`src/rtl/gray_wr_ptr_ctrl.sv`:
```
// gray_wr_ptr_ctrl
// Write-side pointer controller for a dual-clock FIFO. It owns the binary
// write pointer and drives the RAM write port. It publishes a registered
// Gray copy of the pointer to the read domain. It also resynchronises the
// read domain's Gray pointer to produce full, fill level and overflow status.
//
// Write handshake: i_wr_en is a request and ~o_full is the ready. A write is
// accepted (o_ram_wen) in any cycle where the request is high, the FIFO is not
// full and reset is low. A request made while full is dropped, not held over,
// and o_wr_err flags it one cycle later.
module gray_wr_ptr_ctrl #(
    parameter int ADDR_WIDTH = 4           // legal range 2..12
) (
    input  logic                  i_clk,
    input  logic                  i_rst,
    input  logic                  i_wr_en,
    input  logic [ADDR_WIDTH:0]   i_rd_gray_ptr,
    output logic                  o_ram_wen,
    output logic [ADDR_WIDTH-1:0] o_ram_waddr,
    output logic [ADDR_WIDTH:0]   o_wr_gray_ptr,
    output logic                  o_full,
    output logic [ADDR_WIDTH:0]   o_wr_level,
    output logic                  o_wr_err
);

    localparam int PW = ADDR_WIDTH + 1;

    typedef logic [PW-1:0] ptr_t;

    // Binary to Gray: adjacent counts differ in exactly one bit.
    function automatic ptr_t bin2gray(input ptr_t b);
        return b ^ (b >> 1);
    endfunction

    // Write pointer state
    ptr_t wr_bin_q;
    ptr_t wr_bin_d;
    ptr_t wr_gray_q;
    ptr_t wr_gray_d;

    // Read pointer synchroniser stages (Gray coded)
    ptr_t rq1_q;
    ptr_t rq2_q;

    // Status registers
    logic full_q;
    logic full_d;
    ptr_t level_q;
    ptr_t level_d;
    logic err_q;
    logic err_d;

    // Combinational helpers
    logic accept;
    ptr_t rd_bin;
    ptr_t full_gray;

    // Accept a write only when there is room. Holding reset also blocks the RAM
    // write, so the write port stays quiet during reset whatever i_wr_en does.
    always_comb begin
        accept    = i_wr_en & ~full_q & ~i_rst;
        wr_bin_d  = wr_bin_q + {{ADDR_WIDTH{1'b0}}, accept};
        wr_gray_d = bin2gray(wr_bin_d);
    end

    // Decode the synchronised Gray read pointer back to binary, MSB downward.
    always_comb begin
        rd_bin         = '0;
        rd_bin[PW-1]   = rq2_q[PW-1];
        for (int k = PW - 2; k >= 0; k--) begin
            rd_bin[k] = rq2_q[k] ^ rd_bin[k+1];
        end
    end

    // Next-state status. Full is detected in the Gray domain: the write pointer
    // is one whole lap ahead of the read pointer when the top two Gray bits are
    // inverted and the rest match. The level uses the stale (synchronised) read
    // pointer, so it can only overstate occupancy, never understate it.
    always_comb begin
        full_gray = {~rq2_q[PW-1:PW-2], rq2_q[PW-3:0]};
        full_d    = (wr_gray_d == full_gray);
        level_d   = wr_bin_d - rd_bin;
        err_d     = i_wr_en & full_q;
    end

    // Write pointer and its published Gray copy advance together.
    always_ff @(posedge i_clk or posedge i_rst) begin
        if (i_rst) begin
            wr_bin_q  <= '0;
            wr_gray_q <= '0;
        end else begin
            wr_bin_q  <= wr_bin_d;
            wr_gray_q <= wr_gray_d;
        end
    end

    // Two-flop synchroniser for the asynchronous read pointer. There is no
    // logic between the stages.
    always_ff @(posedge i_clk or posedge i_rst) begin
        if (i_rst) begin
            rq1_q <= '0;
            rq2_q <= '0;
        end else begin
            rq1_q <= i_rd_gray_ptr;
            rq2_q <= rq1_q;
        end
    end

    // Registered full, level and overflow pulse.
    always_ff @(posedge i_clk or posedge i_rst) begin
        if (i_rst) begin
            full_q  <= 1'b0;
            level_q <= '0;
            err_q   <= 1'b0;
        end else begin
            full_q  <= full_d;
            level_q <= level_d;
            err_q   <= err_d;
        end
    end

    // Output wiring: the RAM write happens in the same cycle as the request.
    always_comb begin
        o_ram_wen     = accept;
        o_ram_waddr   = wr_bin_q[ADDR_WIDTH-1:0];
        o_wr_gray_ptr = wr_gray_q;
        o_full        = full_q;
        o_wr_level    = level_q;
        o_wr_err      = err_q;
    end

endmodule

```
`config.mk`:
```
export PLATFORM = sky130hd
export DESIGN_NAME = gray_wr_ptr_ctrl
export DESIGN_NICKNAME = d
export VERILOG_FILES = /design/src/rtl/gray_wr_ptr_ctrl.sv
export SDC_FILE = /design/constraint.sdc
export NUM_CORES = 1
export LEC_CHECK = 0
export CAP_MARGIN = 40
export CORE_MARGIN = 3
export CORE_UTILIZATION = 30
export DETAILED_ROUTE_END_ITERATION = 10
export PLACE_DENSITY_LB_ADDON = 0.15
export SLEW_MARGIN = 20
export SYNTH_ARGS = -nofsm -noshare
export SYNTH_HDL_FRONTEND = slang
export SYNTH_SLANG_ARGS = --single-unit
export TNS_END_PERCENT = 20
```
`constraint.sdc`:
```
create_clock -name i_clk -period 3.6 [get_ports i_clk]
set_clock_uncertainty 0.2 [all_clocks]
set_input_delay 0.54 -clock i_clk [delete_from_list [all_inputs] [get_ports i_clk]]
set_output_delay 0.54 -clock i_clk [all_outputs]
set_load 0.02 [all_outputs]
```
==> flow_summary.ini <==
[outcome]
status = complete, no violations

[worst_setup_path]
cp_cell_sequence = clkdlybuf4s50_1 -> nor3b_1 -> ha_1 -> ha_1 -> fa_1 -> a21o_1 -> a21oi_1 -> xnor2_1
crit_path_frequent_cell = ha_1
crit_path_end_kind = flop
crit_fanout = 7
worstPathRequired_ns = 3.59
path_delay_family = adder cells
critPathBufInv = 1
crit_slowest_cell = fa_1
cp_data_arrival_time_ns = 2.88
slowest_delay_ns = 0.49
critPathLaunchType = input port
path_class = in -> reg

[sta]
setup_violations = 0
fin_crit_ns = 2.89
setup_tns_ns = 0
clock.fmax_mhz = 346
worst_slew_pin_slew_ns = 0.598
fin_crit_sh_pct = 80.4
relSlewSlack_pct = 60.1
drv_slew = 0
report.final.hold_viol_count = 0
rsz0062_at_grt = false

[global_route]
antenna_found_initial = 0
grt.overflow.total = 0
grt_start_max_net_pins = 16
grt_pass1_wl_mm = 3.35
track_usage_pct = 8.59
grt_pass1_vias = 729

[layout]
drive_above_1_share_pct = 10.9
antenna_cells = 0
multi_input_comb_area_um2 = 505
final_cells = 167
final.fill_count = 353
final_nets = 135
areaGrowthSynthToFinish_pct = 29.4
regArea_um2 = 651

[route]
dr_total_vias = 710
dr.pass1.iters = 2
wl_mm = 1.87
wl_per_cell_um = 11.2
drtIter0Drc = 3
drt.antenna.violating_nets = 0
viasPerCell = 4.25
drc = 0

[floorplan]
start_util_pct = 32.1
core_um2 = 3800
die_width_um = 69.8
row_count = 22
die_h_um = 69.8
die-area_um2 = 4870
pin_count = 25

[synthesis]
yosys_warnings = 0
ys_seq_elements = 26
synth_area_um2 = 1220
synth_edf_count = 0
synth_top_area_cell = dfrtp_1
avgSynthCellArea_um2 = 13.1
synthArstFlopShare_pct = 100
synth_most_common_cell = dfrtp_1
synth-main-ff-cell = dfrtp_1
ys_seq_area_share_pct = 53.3
syn_inst = 93
yosys.area.top_type_share_pct = 53.3
synthTopCellsByArea = dfrtp_1 (53%), xnor2_1 (6.5%), ha_1 (6.1%), xnor2_2 (5.3%), xor2_1 (5.0%)
synth_common_cells = dfrtp_1 (26), xnor2_1 (9), inv_1 (8)
synth_nets = 108
synth_cell_types = 31

[power]
total_power_mw = 1.43
ir_worst_vdd_uv = 513
leakagePower_nw = 0.717
power_density_nw_per_um2 = 904

[clocking]
cts-root-buf = clkbuf_8
clock_latency_ns = 0.26
cts_buffer_depth = 2
holdBufCountCts = 0
path_clk_slew_ns = 0.09
ctsResizeCount = 0
numCtsBuffers = 3
cts_tree = done
post_cts_buffers = 0
cts_num_sinks = 26
ctsHtreeMaxLevel = 1

[place]
placedCellCount = 163
port_buffers = 24
gp_congestion = 0.715
hpwl_mm = 1.47

[job]
cap_violations = 0

[min_path]
hold_class = reg -> reg
## power breakdown
| group | switching, mW | leakage (nW) | internal (mW) |
|---|---|---|---|
| clock network | 0.0838 | 0.0357 | 0.148 |
| registers | 0.0742 | 0.310 | 0.389 |
| logic | 0.360 | 0.372 | 0.373 |
## cell families (layout without fill, tap and decap cells)
family,count (synthesis),count (layout),share of synthesized area [%]
AO/OA/AOI/OAI,16,16,10.2
XOR/XNOR,20,20,16.8
adder cells (fa/ha/maj),7,7,7.79
buffers and inverters,12,38,5.33
flip-flops,26,26,53.3
multiplexers,2,2,1.64
AND/OR/NAND/NOR,10,10,4.92
## routing by layer
| metal | up-vias | part of all wire (%) | global-route usage [%] | wire length, µm |
|---|---|---|---|---|
| li1 | 359 | - | - | - |
| met1 | 328 | 47 | 10.9 | 875 |
| met2 | 21 | 45 | 13.5 | 847 |
| met3 | 2 | 7.0 | 3.33 | 132 |
| met4 | 0 | 0.91 | 2.55 | 17 |
| met5 | - | 0 | 0 | 0 |
## final timing paths
check	startpoint	end	slack, ns	depth (start not counted)
max	i_wr_en	o_wr_level[4]$_DFF_PP0_	0.71	8
min	rq1_q[2]$_DFF_PP0_	rq2_q[2]$_DFF_PP0_	0.15	0
max reg2reg	rq2_q[3]$_DFF_PP0_	o_wr_level[4]$_DFF_PP0_	0.83	10
min reg2reg	rq1_q[2]$_DFF_PP0_	rq2_q[2]$_DFF_PP0_	0.15	0
max in group asynchronous	i_rst	o_wr_level[1]$_DFF_PP0_	2.24	3
min in group asynchronous	i_rst	wr_bin_q[4]$_DFF_PP0_	0.47	2
## layout make-up
class                           count  share of cell area [%]
Sequential cell                    26                    41.2
Multi-Input combinational cell     55                    32.0
Timing Repair Buffer               26                    16.6
Tap cell                           48                    3.80
Clock buffer                        3                    2.61
Clock inverter                      1                    1.90
Inverter                            8                    1.90
## placed cells by master, fill, tap and decap left out, types with 2 or more instances in the layout
| cell type | netlist | final |
|---|---|---|
| a21oi_1 | 3 | 3 |
| and2_1 | 2 | 2 |
| inv_1 | 8 | 8 |
| mux2i_1 | 2 | 2 |
| clkdlybuf4s50_1 | 0 | 24 |
| dfrtp_1 | 26 | 26 |
| xnor2_2 | 4 | 4 |
| xor2_1 | 7 | 7 |
| a211o_1 | 2 | 2 |
| xnor2_1 | 9 | 9 |
| a21o_1 | 2 | 2 |
| nand2_1 | 2 | 2 |
| ha_1 | 6 | 6 |
| clkbuf_8 | 0 | 3 |
## through the flow
stage / hold WS, ns / cell area, µm² / worst slack (ns) / util [%]
after global placement: 0.133 / 1490 / 0.516 / 39.3
after detailed placement: 0.135 / 1510 / 0.448 / 39.7
final: 0.153 / 1580 / 0.706 / 41.6
after CTS: 0.156 / 1580 / 0.710 / 41.6
after floorplan: 0.131 / 1220 / 0.598 / -
after global routing: 0.162 / 1580 / 0.479 / 41.6
## sequential cells by signal (all words and copies together) (netlist names)
signal and flops:
wr_bin_q 5, o_wr_level 5, o_full 1, o_wr_err 1
o_wr_gray_ptr 4, rq2_q 5, rq1_q 5
No activity file was read; power rests on OpenSTA's default activity.
